File: config.mk
export PLATFORM = sky130hd
export DESIGN_NAME = aes_uart_ctrl_flat
export DESIGN_NICKNAME = d
export VERILOG_FILES = /design/src/rtl/aes_uart_ctrl_if.sv /design/src/rtl/aes_uart_ctrl.sv /design/src/flat_wrapper.sv
export SDC_FILE = /design/constraint.sdc
export NUM_CORES = 1
export LEC_CHECK = 0
export CORE_ASPECT_RATIO = 0.9
export CORE_UTILIZATION = 60
export DETAILED_ROUTE_END_ITERATION = 7
export PLACE_DENSITY_LB_ADDON = 0.05
export SKIP_CTS_REPAIR_TIMING = 1
export SYNTH_ARGS = -nofsm -noshare
export SYNTH_HDL_FRONTEND = slang
export SYNTH_SLANG_ARGS = --single-unit
File: constraint.sdc
create_clock -name clk -period 5.19 [get_ports clk]
set_input_delay 1.2975 -clock clk [delete_from_list [all_inputs] [get_ports clk]]
set_output_delay 1.2975 -clock clk [all_outputs]
set_load 0.01 [all_outputs]
File: src/rtl/aes_uart_ctrl_if.sv
// Control bundle between the AES-over-UART sequencer and its datapath
// (UART RX/TX, SIPO, AES core, PISO).
interface aes_uart_ctrl_if;
  logic rx_valid;
  logic sipo_shift;
  logic sipo_clr;
  logic aes_start;
  logic aes_done;
  logic piso_load;
  logic piso_shift;
  logic tx_ready;
  logic tx_start;
  logic busy;
  logic blk_done;
  logic timeout;
  logic rx_overrun;

  modport master (
    input  rx_valid, aes_done, tx_ready,
    output sipo_shift, sipo_clr, aes_start, piso_load, piso_shift,
           tx_start, busy, blk_done, timeout, rx_overrun
  );

  modport slave (
    output rx_valid, aes_done, tx_ready,
    input  sipo_shift, sipo_clr, aes_start, piso_load, piso_shift,
           tx_start, busy, blk_done, timeout, rx_overrun
  );
endinterface

File: src/rtl/aes_uart_ctrl.sv
// Sequencer for UART RX -> SIPO -> AES -> PISO -> UART TX. Control only:
// counts bytes in, kicks the AES core, then meters result bytes out.
module aes_uart_ctrl #(
  parameter int BLOCK_BYTES    = 16,
  parameter int TIMEOUT_CYCLES = 1000000,
  parameter int CNT_W          = 20
) (
  input  logic          clk,
  input  logic          reset,
  aes_uart_ctrl_if.master bus
);

  typedef enum logic [2:0] {
    IDLE, COLLECT, AES_START, WAIT_AES, TX_LOAD, TX_SEND, TX_HOLD
  } state_t;

  localparam logic [4:0] LAST_BYTE = 5'(BLOCK_BYTES - 1);
  localparam int TMO_LIM = (TIMEOUT_CYCLES == 0) ? 0 : TIMEOUT_CYCLES - 1;
  localparam logic [CNT_W-1:0] TMO_LAST = CNT_W'(TMO_LIM);
  localparam bit TMO_EN = (TIMEOUT_CYCLES != 0);

  state_t           state;
  logic [4:0]       byte_cnt;
  logic [CNT_W-1:0] tmo_cnt;
  logic             rx_open;
  logic             tx_go;

  assign rx_open        = (state == IDLE) || (state == COLLECT);
  assign tx_go          = (state == TX_SEND) && bus.tx_ready;
  assign bus.sipo_shift = bus.rx_valid && rx_open;
  assign bus.tx_start   = tx_go;
  assign bus.piso_shift = tx_go;
  assign bus.blk_done   = tx_go && (byte_cnt == LAST_BYTE);

  // Pulse outputs are set on the transition into their state so they are
  // flops that line up exactly with the state they decode.
  always_ff @(posedge clk or posedge reset) begin
    if (reset) begin
      state          <= IDLE;
      byte_cnt       <= '0;
      tmo_cnt        <= '0;
      bus.sipo_clr   <= 1'b0;
      bus.aes_start  <= 1'b0;
      bus.piso_load  <= 1'b0;
      bus.busy       <= 1'b0;
      bus.timeout    <= 1'b0;
      bus.rx_overrun <= 1'b0;
    end else begin
      bus.sipo_clr  <= 1'b0;
      bus.aes_start <= 1'b0;
      bus.piso_load <= 1'b0;
      bus.timeout   <= 1'b0;
      if (bus.rx_valid && !rx_open) bus.rx_overrun <= 1'b1;

      case (state)
        IDLE: begin
          if (bus.rx_valid) begin
            byte_cnt <= 5'd1;
            tmo_cnt  <= '0;
            state    <= COLLECT;
            bus.busy <= 1'b1;
          end
        end
        COLLECT: begin
          // A byte landing on the expiry edge takes priority over the abort.
          if (bus.rx_valid) begin
            tmo_cnt <= '0;
            if (byte_cnt == LAST_BYTE) begin
              byte_cnt      <= '0;
              state         <= AES_START;
              bus.aes_start <= 1'b1;
            end else begin
              byte_cnt <= byte_cnt + 5'd1;
            end
          end else if (TMO_EN && tmo_cnt == TMO_LAST) begin
            byte_cnt     <= '0;
            tmo_cnt      <= '0;
            state        <= IDLE;
            bus.busy     <= 1'b0;
            bus.sipo_clr <= 1'b1;
            bus.timeout  <= 1'b1;
          end else begin
            tmo_cnt <= tmo_cnt + 1'b1;
          end
        end
        AES_START: state <= WAIT_AES;
        WAIT_AES: begin
          if (bus.aes_done) begin
            state         <= TX_LOAD;
            bus.piso_load <= 1'b1;
          end
        end
        TX_LOAD: begin
          byte_cnt <= '0;
          state    <= TX_SEND;
        end
        TX_SEND: begin
          if (bus.tx_ready) begin
            if (byte_cnt == LAST_BYTE) begin
              byte_cnt <= '0;
              state    <= IDLE;
              bus.busy <= 1'b0;
            end else begin
              state <= TX_HOLD;
            end
          end
        end
        TX_HOLD: begin
          // UART ready lags tx_start by a cycle; skip looking at it here.
          byte_cnt <= byte_cnt + 5'd1;
          state    <= TX_SEND;
        end
        default: begin
          state    <= IDLE;
          bus.busy <= 1'b0;
        end
      endcase
    end
  end

endmodule

File: src/flat_wrapper.sv
// flat-port wrapper written by rule: the top's interface ports become plain ports
module aes_uart_ctrl_flat 
#(
  parameter int BLOCK_BYTES    = 16,
  parameter int TIMEOUT_CYCLES = 1000000,
  parameter int CNT_W          = 20
)
  (clk, reset, bus_rx_valid, bus_aes_done, bus_tx_ready, bus_sipo_shift, bus_sipo_clr, bus_aes_start, bus_piso_load, bus_piso_shift, bus_tx_start, bus_busy, bus_blk_done, bus_timeout, bus_rx_overrun);
  aes_uart_ctrl_if bus_i ();
  input  logic clk;
  input  logic reset;
  input wire logic [$bits(bus_i.rx_valid)-1:0] bus_rx_valid;
  input wire logic [$bits(bus_i.aes_done)-1:0] bus_aes_done;
  input wire logic [$bits(bus_i.tx_ready)-1:0] bus_tx_ready;
  output wire logic [$bits(bus_i.sipo_shift)-1:0] bus_sipo_shift;
  output wire logic [$bits(bus_i.sipo_clr)-1:0] bus_sipo_clr;
  output wire logic [$bits(bus_i.aes_start)-1:0] bus_aes_start;
  output wire logic [$bits(bus_i.piso_load)-1:0] bus_piso_load;
  output wire logic [$bits(bus_i.piso_shift)-1:0] bus_piso_shift;
  output wire logic [$bits(bus_i.tx_start)-1:0] bus_tx_start;
  output wire logic [$bits(bus_i.busy)-1:0] bus_busy;
  output wire logic [$bits(bus_i.blk_done)-1:0] bus_blk_done;
  output wire logic [$bits(bus_i.timeout)-1:0] bus_timeout;
  output wire logic [$bits(bus_i.rx_overrun)-1:0] bus_rx_overrun;
  assign bus_i.rx_valid = bus_rx_valid;
  assign bus_i.aes_done = bus_aes_done;
  assign bus_i.tx_ready = bus_tx_ready;
  assign bus_sipo_shift = bus_i.sipo_shift;
  assign bus_sipo_clr = bus_i.sipo_clr;
  assign bus_aes_start = bus_i.aes_start;
  assign bus_piso_load = bus_i.piso_load;
  assign bus_piso_shift = bus_i.piso_shift;
  assign bus_tx_start = bus_i.tx_start;
  assign bus_busy = bus_i.busy;
  assign bus_blk_done = bus_i.blk_done;
  assign bus_timeout = bus_i.timeout;
  assign bus_rx_overrun = bus_i.rx_overrun;
  aes_uart_ctrl #(.BLOCK_BYTES(BLOCK_BYTES), .TIMEOUT_CYCLES(TIMEOUT_CYCLES), .CNT_W(CNT_W)) u_core (.clk(clk), .reset(reset), .bus(bus_i));
endmodule
-- After elaboration in Yosys (flattened, before gate mapping)
Cells that the tools add are included.
- $add $sub $neg: 2
- equal/unequal tests: 16
- mux-type cells: 33
- bitwise operators: 1
- reduce and logical (&&, ||, !) cells: 15
- operator list (kind ; count):
    two-way mux 20 bit ; 3
    case mux 20 bit (2 select lines) ; 1
    two-way mux 5 bit ; 6
    case mux 5 bit (5 select lines) ; 1
    two-way mux 3 bit ; 7
    adder 20 x 1 -> 20 bit (second input constant) ; 1
    == test 20 bit (second input constant) ; 1
    case mux 3 bit (6 select lines) ; 1
    two-way mux 1 bit ; 13
    inequality test 2 bit (second input constant) ; 6
    AND reduction 5 bit ; 2
    == test 3 bit (second input constant) ; 3
    == test 3 x 2 -> 1 bit (second input constant) ; 2
    inequality test 3 bit (second input constant) ; 2
    AND reduction 6 bit ; 1
    adder 5 x 1 -> 5 bit (second input constant) ; 1
    == test 5 x 4 -> 1 bit (second input constant) ; 1
    nonzero test 5 bit ; 1
    logical AND 1 bit ; 4
    case mux 1 bit (4 select lines) ; 1
    OR reduction 4 bit ; 1
    == test 3 x 1 -> 1 bit (second input constant) ; 1
    zero test 3 bit ; 1
    AND reduction 2 bit ; 1
    5 further kinds ; 5
- register bits after elaboration: 33
- output and inout port bits: 10

-- Longest topological paths before layout
Gate-level depths: netlist (run 1).
- depth in word-level cells: 4
- depth in mapped cells: 8

-- Worst setup path after synthesis (run 1)
No wires, ideal clock.
- path type: input to output
- start point: input port bus_rx_valid
- end point: output port bus_sipo_shift
- arrival time: 1.843 ns
- path slack: 2.050 ns
- stages on the path: 3
- path buffers: 1
- path through: clkbuf_1 > nand2b_1 > nor2_1
- word-level cells in the longest chain between the ends: 1
- ends and longest elaborated chain (what ; line ; RTL):
    from (decl) ; flat_wrapper.sv:12 ; input wire logic [$bits(bus_i.rx_valid)-1:0] bus_rx_valid;
    logical AND 1 bit ; aes_uart_ctrl.sv:30 ; assign bus.sipo_shift = bus.rx_valid && rx_open;
    to (decl) ; flat_wrapper.sv:15 ; output wire logic [$bits(bus_i.sipo_shift)-1:0] bus_sipo_shift;
Every way passes these cells.

-- Worst setup path after layout (run 1)
Ends and elaborated chain as after synthesis.

==> results of run 1 <==
[power by group through the flow]
stage / Clock (uW) / Combinational (uW) / Sequential [uW]
floorplan: 0 / 285 / 338
global placement: 0 / 338 / 362
detailed placement: 0 / 356 / 368
CTS: 140 / 359 / 362
global route: 150 / 401 / 371
finish: 135 / 357 / 364
[layer usage]
| metal | wire length (um) | vias up |
|---|---|---|
| li1 | - | 792 |
| met1 | 1828 | 810 |
| met3 | 171 | 10 |
| met4 | 80 | 0 |
| met5 | 0 | - |
| met2 | 1981 | 46 |
[worst max-delay path, stage by stage]
cell             delay, ns
clkdlybuf4s50_1       0.63
nand2b_1              0.12
nor2_1                0.16
clkdlybuf4s50_1       0.56
[cell usage in the layout (no fill, tap or decap), types with 3 or more instances in the layout]
cell type / n
a31oi_1: 8
inv_1: 10
dfrtp_1: 33
o21ai_1: 3
ha_1: 4
a21o_1: 3
nor2_1: 10
nand2b_1: 7
clkbuf_4: 5
and3_1: 5
clkdlybuf4s50_1: 14
a22o_1: 3
nand3_1: 16
o21ai_0: 14
a21oi_1: 13
nand2_1: 18
nand4_1: 3
nor3_1: 9
[path summary, 6_finish.rpt]
check	slack, ns	startpoint	cells past startpoint	end
setup / recovery	1.12	bus_rx_valid	4	bus_sipo_shift
setup reg to reg	2.67	u_core.tmo_cnt[0]	6	u_core.byte_cnt[0]
max in group asynchronous	3.25	reset	3	u_core.tmo_cnt[8]
hold / removal	0.48	u_core.bus.rx_overrun	1	u_core.bus.rx_overrun
hold reg to reg	0.48	u_core.bus.rx_overrun	1	u_core.bus.rx_overrun
min in group asynchronous	1.28	reset	2	u_core.tmo_cnt[15]
[stage by stage]
stage	total power, uW	setup slack [ns]	utilization
6_report	856.4	1.123	0.7262
5_1_grt	922.6	1.027	0.7262
4_1_cts	861.3	1.116	0.7262
3_5_place_dp	723.1	1.125	0.7082
3_3_place_gp	700.8	1.162	0.7082
2_1_floorplan	623.4	2.050	-
[layout make-up]
class                      instances  area, sq um
clock inverter                     2        10.01
tap                               40        50.05
clock buffer                       6        41.29
inverter                          10        37.54
sequential                        33        825.8
multi-input combinational        152        957.2
fill                             227        783.3
timing repair buffer              16        155.1
[registers in the layout (all words and copies together), names as in the netlist]
| signal | cells |
|---|---|
| u_core.tmo_cnt | 20 |
| u_core.byte_cnt | 5 |
| u_core.state | 3 |
| u_core.bus.aes_start | 1 |
| u_core.bus.busy | 1 |
| u_core.bus.piso_load | 1 |
| u_core.bus.rx_overrun | 1 |
| u_core.bus.timeout | 1 |
[Yosys cell counts, types with 2 or more instances]
cell type,instances
buf_2,2
nand2b_1,7
nand3b_1,2
nor2_1,10
nand4_1,3
and3_1,5
o21ai_1,3
a31oi_1,8
inv_1,10
a32o_1,2
o31ai_1,2
o21ai_0,14
a21o_1,3
nand3_1,16
a41oi_1,2
buf_4,3
ha_1,4
nand2_1,18
or3_1,2
nor4_1,2
clkbuf_1,5
nor3_2,2
a22o_1,3
nor3_1,9
a21oi_1,13
o21bai_1,2
dfrtp_1,33
[logic make-up after synthesis]
logic type	after synthesis	share of synthesized area
AOI/OAI and AO/OA	62	0.2259
buffers and inverters	21	0.05316
xor gates and xnor gates	1	0.004652
and+or+nand+nor	83	0.2399
adders and majority gates	4	0.02658
muxes	2	0.01130
DFF	33	0.4385
==> results.md, run 1 <==
* Synth warn at 0
* GR peak layer: met2
* Cell row count at 18
* Post-route antenna net violation count at 0
* Crit Path Class: in -> out
* CTS Buf Count at 5
* Flop pwr share at 0.425
* Clock latency on the worst-skew pair at 0.34 ns
* NetSw at 362.5 uW
* Initial drt markers at 137
* Peak VDD IR at 280.6 uV
* Final hold violations at 0
* Met3 Resource Use GR at 0.06047
* CTS tree: yes
* Gr usage total at 0.2841
* Finished Cell Area at 2077 sq um
* Routed length per instance at 15.68 um
* HP Class: reg -> reg
* Final Setup Violations at 0
* Dpl cells at 251
* Switching part of the total power at 0.4233
* Global routing usage on met1 at 0.3587
* Mapped Cells at 206
* Final Wtd Congestion at 0.8600
* Layout cell share with drive strength beyond 1 at 0.07763
* Net Count, Synth at 215
* Tightest Pin Transition at 0.8763 ns
* Seq cells post-synth at 33
* Port Buffers at 14
* Int Pwr at 493.9 uW
* Number of synthesized flops with an enable pin at 0
* Worst endpoint required time at 3.89 ns
* Comb pwr share at 0.417
* Area added between synthesis and finish at 10.30%
* Root buf cell: clkbuf_4
* Max-Cap Viols at 0
* Period minus WS final at 4.067 ns
* Drt total wl at 4062 um
* Prevailing post-synth register cell: dfrtp_1
* Ys async rst share at 1.000
* Syn avg cell area at 9.141 sq um
* HPWL Detailed at 2960 um
* Post-Route Setup TNS at 0 ns
* Non-Filler Instances at 259
* GRT Residual Overflow at 0
* Sequential cell area fraction in the yosys report at 0.4385
* Cell taking the most area after synthesis: dfrtp_1
* Die Height at 55.15 um
* Worst hold slack at 0.4822 ns
* Dominant cells by area after synthesis: dfrtp_1 44%, nand3_1 4.3%, o21ai_0 3.7%
* H-tree levels at 2
* DR pass1 iterations at 4
* Final nets at 227
* Core area at 2860 sq um
* Met2 GRT Util at 0.4710
* Initial Utilization at 0.6584
* Max clock buf depth at 2
* Largest net degree at the start of global routing at 26
* Number of primary I/O pins at 15
* PwrDens at 412.3 nW/um^2
* Max Slew Vio Count at 0
* Status: finished, final reports clean
* Clock skew at 0.005579 ns
* Vias per cell at 6.402
* Peak Freq at 0.2459 GHz
* Clk network pwr share at 0.158
* Clk sinks at 33
* Crit end category: output pin
* Placed Area at 2026 sq um
* Startpoint types: input port
* Pleak at 0.0008750 uW
* Area share of the largest cell type after synthesis at 0.4385
* CP Max Fanout at 9
* Initial antenna violation count at 0
* # DRC at 0
* Cell variety after synth at 48
* Vias in the first global route at 1,537
* Max-Slew Margin vs Limit at 0.4113
* Die area at 3367 sq um
* Synthesized area at 1883 sq um
* Clock Pin Slew Worst Setup and Hold Paths at 0.10 ns
* Part of the cycle the worst path needs at 0.7836
* WP data arrival at 2.77 ns
* Die W at 61.05 um
* RSZ-0062 raised after global routing: false
* ANT cells at 0
* Via count at 1,658
* First-pass GRT wire length at 6762 um
No activity file was read; power rests on OpenSTA's default activity.
==> run 2: changes to the inputs <==
--- a/config.mk
+++ b/config.mk
@@ -6,7 +6,7 @@
 export NUM_CORES = 1
 export LEC_CHECK = 0
 export CORE_ASPECT_RATIO = 0.9
-export CORE_UTILIZATION = 60
+export CORE_UTILIZATION = 57
 export DETAILED_ROUTE_END_ITERATION = 7
 export PLACE_DENSITY_LB_ADDON = 0.05
 export SKIP_CTS_REPAIR_TIMING = 1
==> constraint.sdc (replaced) <==
create_clock -name clk -period 3.9 [get_ports clk]
set_input_delay 0.975 -clock clk [delete_from_list [all_inputs] [get_ports clk]]
set_output_delay 0.975 -clock clk [all_outputs]
set_load 0.01 [all_outputs]
==> run 2 against run 1 <==
Global-route usage fell by 2.4 points. Final area rose by 0.36%. Clock power is 35% higher. Critical endpoint unchanged.
==> results.md, run 2 (synthesis gave the netlist of run 1 again) <==
* Final nets at 228 (+0.44%)
* CP Max Fanout at 9 (unchanged)
* Max-Slew Margin vs Limit at 0.5841 (+0.1728)
* Final Setup Violations at 0 (unchanged)
* Max clock buf depth at 2 (unchanged)
* Vias in the first global route at 1,564 (+1.8%)
* Pleak at 0.0008742 uW (about the same)
* Max Slew Vio Count at 0 (unchanged)
* Initial drt markers at 115 (-16%)
* # DRC at 0 (unchanged)
* ANT cells at 0 (unchanged)
* PwrDens at 552.9 nW/um^2 (+34%)
* Top flop regs: u_core.tmo_cnt: 20 flops, u_core.byte_cnt: 5 flops, u_core.state: 3 flops
* Startpoint types: input port
* GRT Residual Overflow at 0 (unchanged)
* Post-Route Setup TNS at 0 ns (unchanged)
* # fillers at 246 (+8.4%)
* Clock Pin Slew Worst Setup and Hold Paths at 0.09 ns (about the same)
* Worst endpoint required time at 2.92 ns (-0.97 ns)
* Gr usage total at 0.2605 (-0.02358)
* Root buf cell: clkbuf_4
* CTS Buf Count at 5 (unchanged)
* Status: finished, final reports clean
* Final Core Density at 0.6745 (-0.05166)
* Crit end category: output pin
* Layout cell share with drive strength beyond 1 at 0.07273 (-0.004898)
* Via count at 1,587 (-4.3%)
* HPWL Detailed at 2812 um (-5.0%)
* Final Wtd Congestion at 0.8311 (-3.4%)
* Peak Freq at 0.2864 GHz
* Max-Cap Viols at 0 (unchanged)
* DR pass1 iterations at 4 (unchanged)
* WHS Path Cells at 1 (unchanged)
* Largest net degree at the start of global routing at 34 (+31%)
* Initial antenna violation count at 0 (unchanged)
* Cell row count at 19 (+1)
* RSZ-0062 raised after global routing: false
* Largest register by flop count: u_core.tmo_cnt
* Clk sinks at 33 (unchanged)
* HP Class: reg -> reg
* Routed length per instance at 15.58 um (-0.68%)
* Peak VDD IR at 298.8 uV (+6.5%)
* Max reg flops at 20 (unchanged)
* Initial Utilization at 0.6093 (-0.04904)
* Die Height at 56.53 um (+2.5%)
* Setup slack after layout at 0.4086 ns (-0.7147 ns)
* Part of the cycle the worst path needs at 0.8952
* Tightest Pin Transition at 0.6187 ns (-0.2576 ns)
* Clock skew at 0.009005 ns (+0.003426 ns)
* Pre-CTS setup slack at 0.4199 ns (-0.7048 ns)
* Final hold violations at 0 (unchanged)
* Period minus WS final at 3.491 ns
* Vias per cell at 6.057 (-5.4%)
* Core area at 3090 sq um (+8.0%)
* Most frequent cells in the layout: 33 x dfrtp_1, 18 x nand2_1, 16 x nand3_1
* Port Buffers at 14 (unchanged)
* WP data arrival at 2.52 ns (-0.25 ns)
* H-tree levels at 2 (unchanged)
* Post-route antenna net violation count at 0 (unchanged)
* Crit Path Class: in -> out
* Clock latency on the worst-skew pair at 0.34 ns (about the same)
* First-pass GRT wire length at 7127 um (+5.4%)
* Most common cell after layout, fill and taps aside: dfrtp_1
* Number of primary I/O pins at 15 (unchanged)
* FF-to-FF path depth at 6 (unchanged)
* Drt total wl at 4081 um (+0.47%)
* Die area at 3538 sq um (+5.1%)
* Area added between synthesis and finish at 10.70%
* Die W at 62.59 um (+2.5%)
* CTS tree: yes
==> run 2: metrics by stage <==
step / total power, uW / instances / area, sq um / hold slack [ns]
after floorplan: 829.6 / 206 / 1883 / 0.4652
after global placement: 944.4 / 254 / 2036 / 0.4512
after detailed placement: 970.9 / 254 / 2036 / 0.4658
after CTS: 1157 / 262 / 2085 / 0.4912
after global routing: 1245 / 262 / 2085 / 0.5466
final: 1153 / 262 / 2085 / 0.4868
==> run 2: layout make-up <==
type	instances	area (sq um)	area share
Multi-Input combinational cell	152	957.2	0.4592
Sequential cell	33	825.8	0.3962
Timing Repair Buffer	17	162.7	0.07803
Tap cell	42	52.55	0.02521
Clock buffer	8	48.80	0.02341
Inverter	10	37.54	0.01801
==> run 2: worst paths after layout <==
check / start / end / slack (ns)
setup / recovery: bus_rx_valid / bus_sipo_shift / 0.41
hold / removal: u_core.bus.rx_overrun / u_core.bus.rx_overrun / 0.49
setup reg to reg: u_core.tmo_cnt[0] / u_core.byte_cnt[0] / 1.38
hold reg to reg: u_core.bus.rx_overrun / u_core.bus.rx_overrun / 0.49
max in group asynchronous: reset / u_core.tmo_cnt[13] / 2.57
min in group asynchronous: reset / u_core.tmo_cnt[2] / 1.02
==> run 2: report_power, final <==
| group | switching [uW] | leakage [uW] | total [uW] | internal, uW |
|---|---|---|---|---|
| clock | 111 | 0.0000265 | 182 | 71.8 |
| sequential | 92.0 | 0.000441 | 488 | 396 |
| combinational | 281 | 0.000407 | 482 | 201 |
| total | 483 | 0.000874 | 1150 | 669 |
==> run 2: worst max-delay path: stages <==
cell	delay [ns]
clkdlybuf4s50_1	0.67
nand2b_1	0.12
nor2_1	0.18
clkdlybuf4s50_1	0.57
==> run 2: layer usage <==
layer / vias up / global-route usage / wire [um]
met5: - / 0 / 0
li1: 788 / - / -
met1: 762 / 0.3338 / 1973
met2: 31 / 0.4348 / 1911
met4: 0 / 0.08970 / 48
met3: 6 / 0.05894 / 148
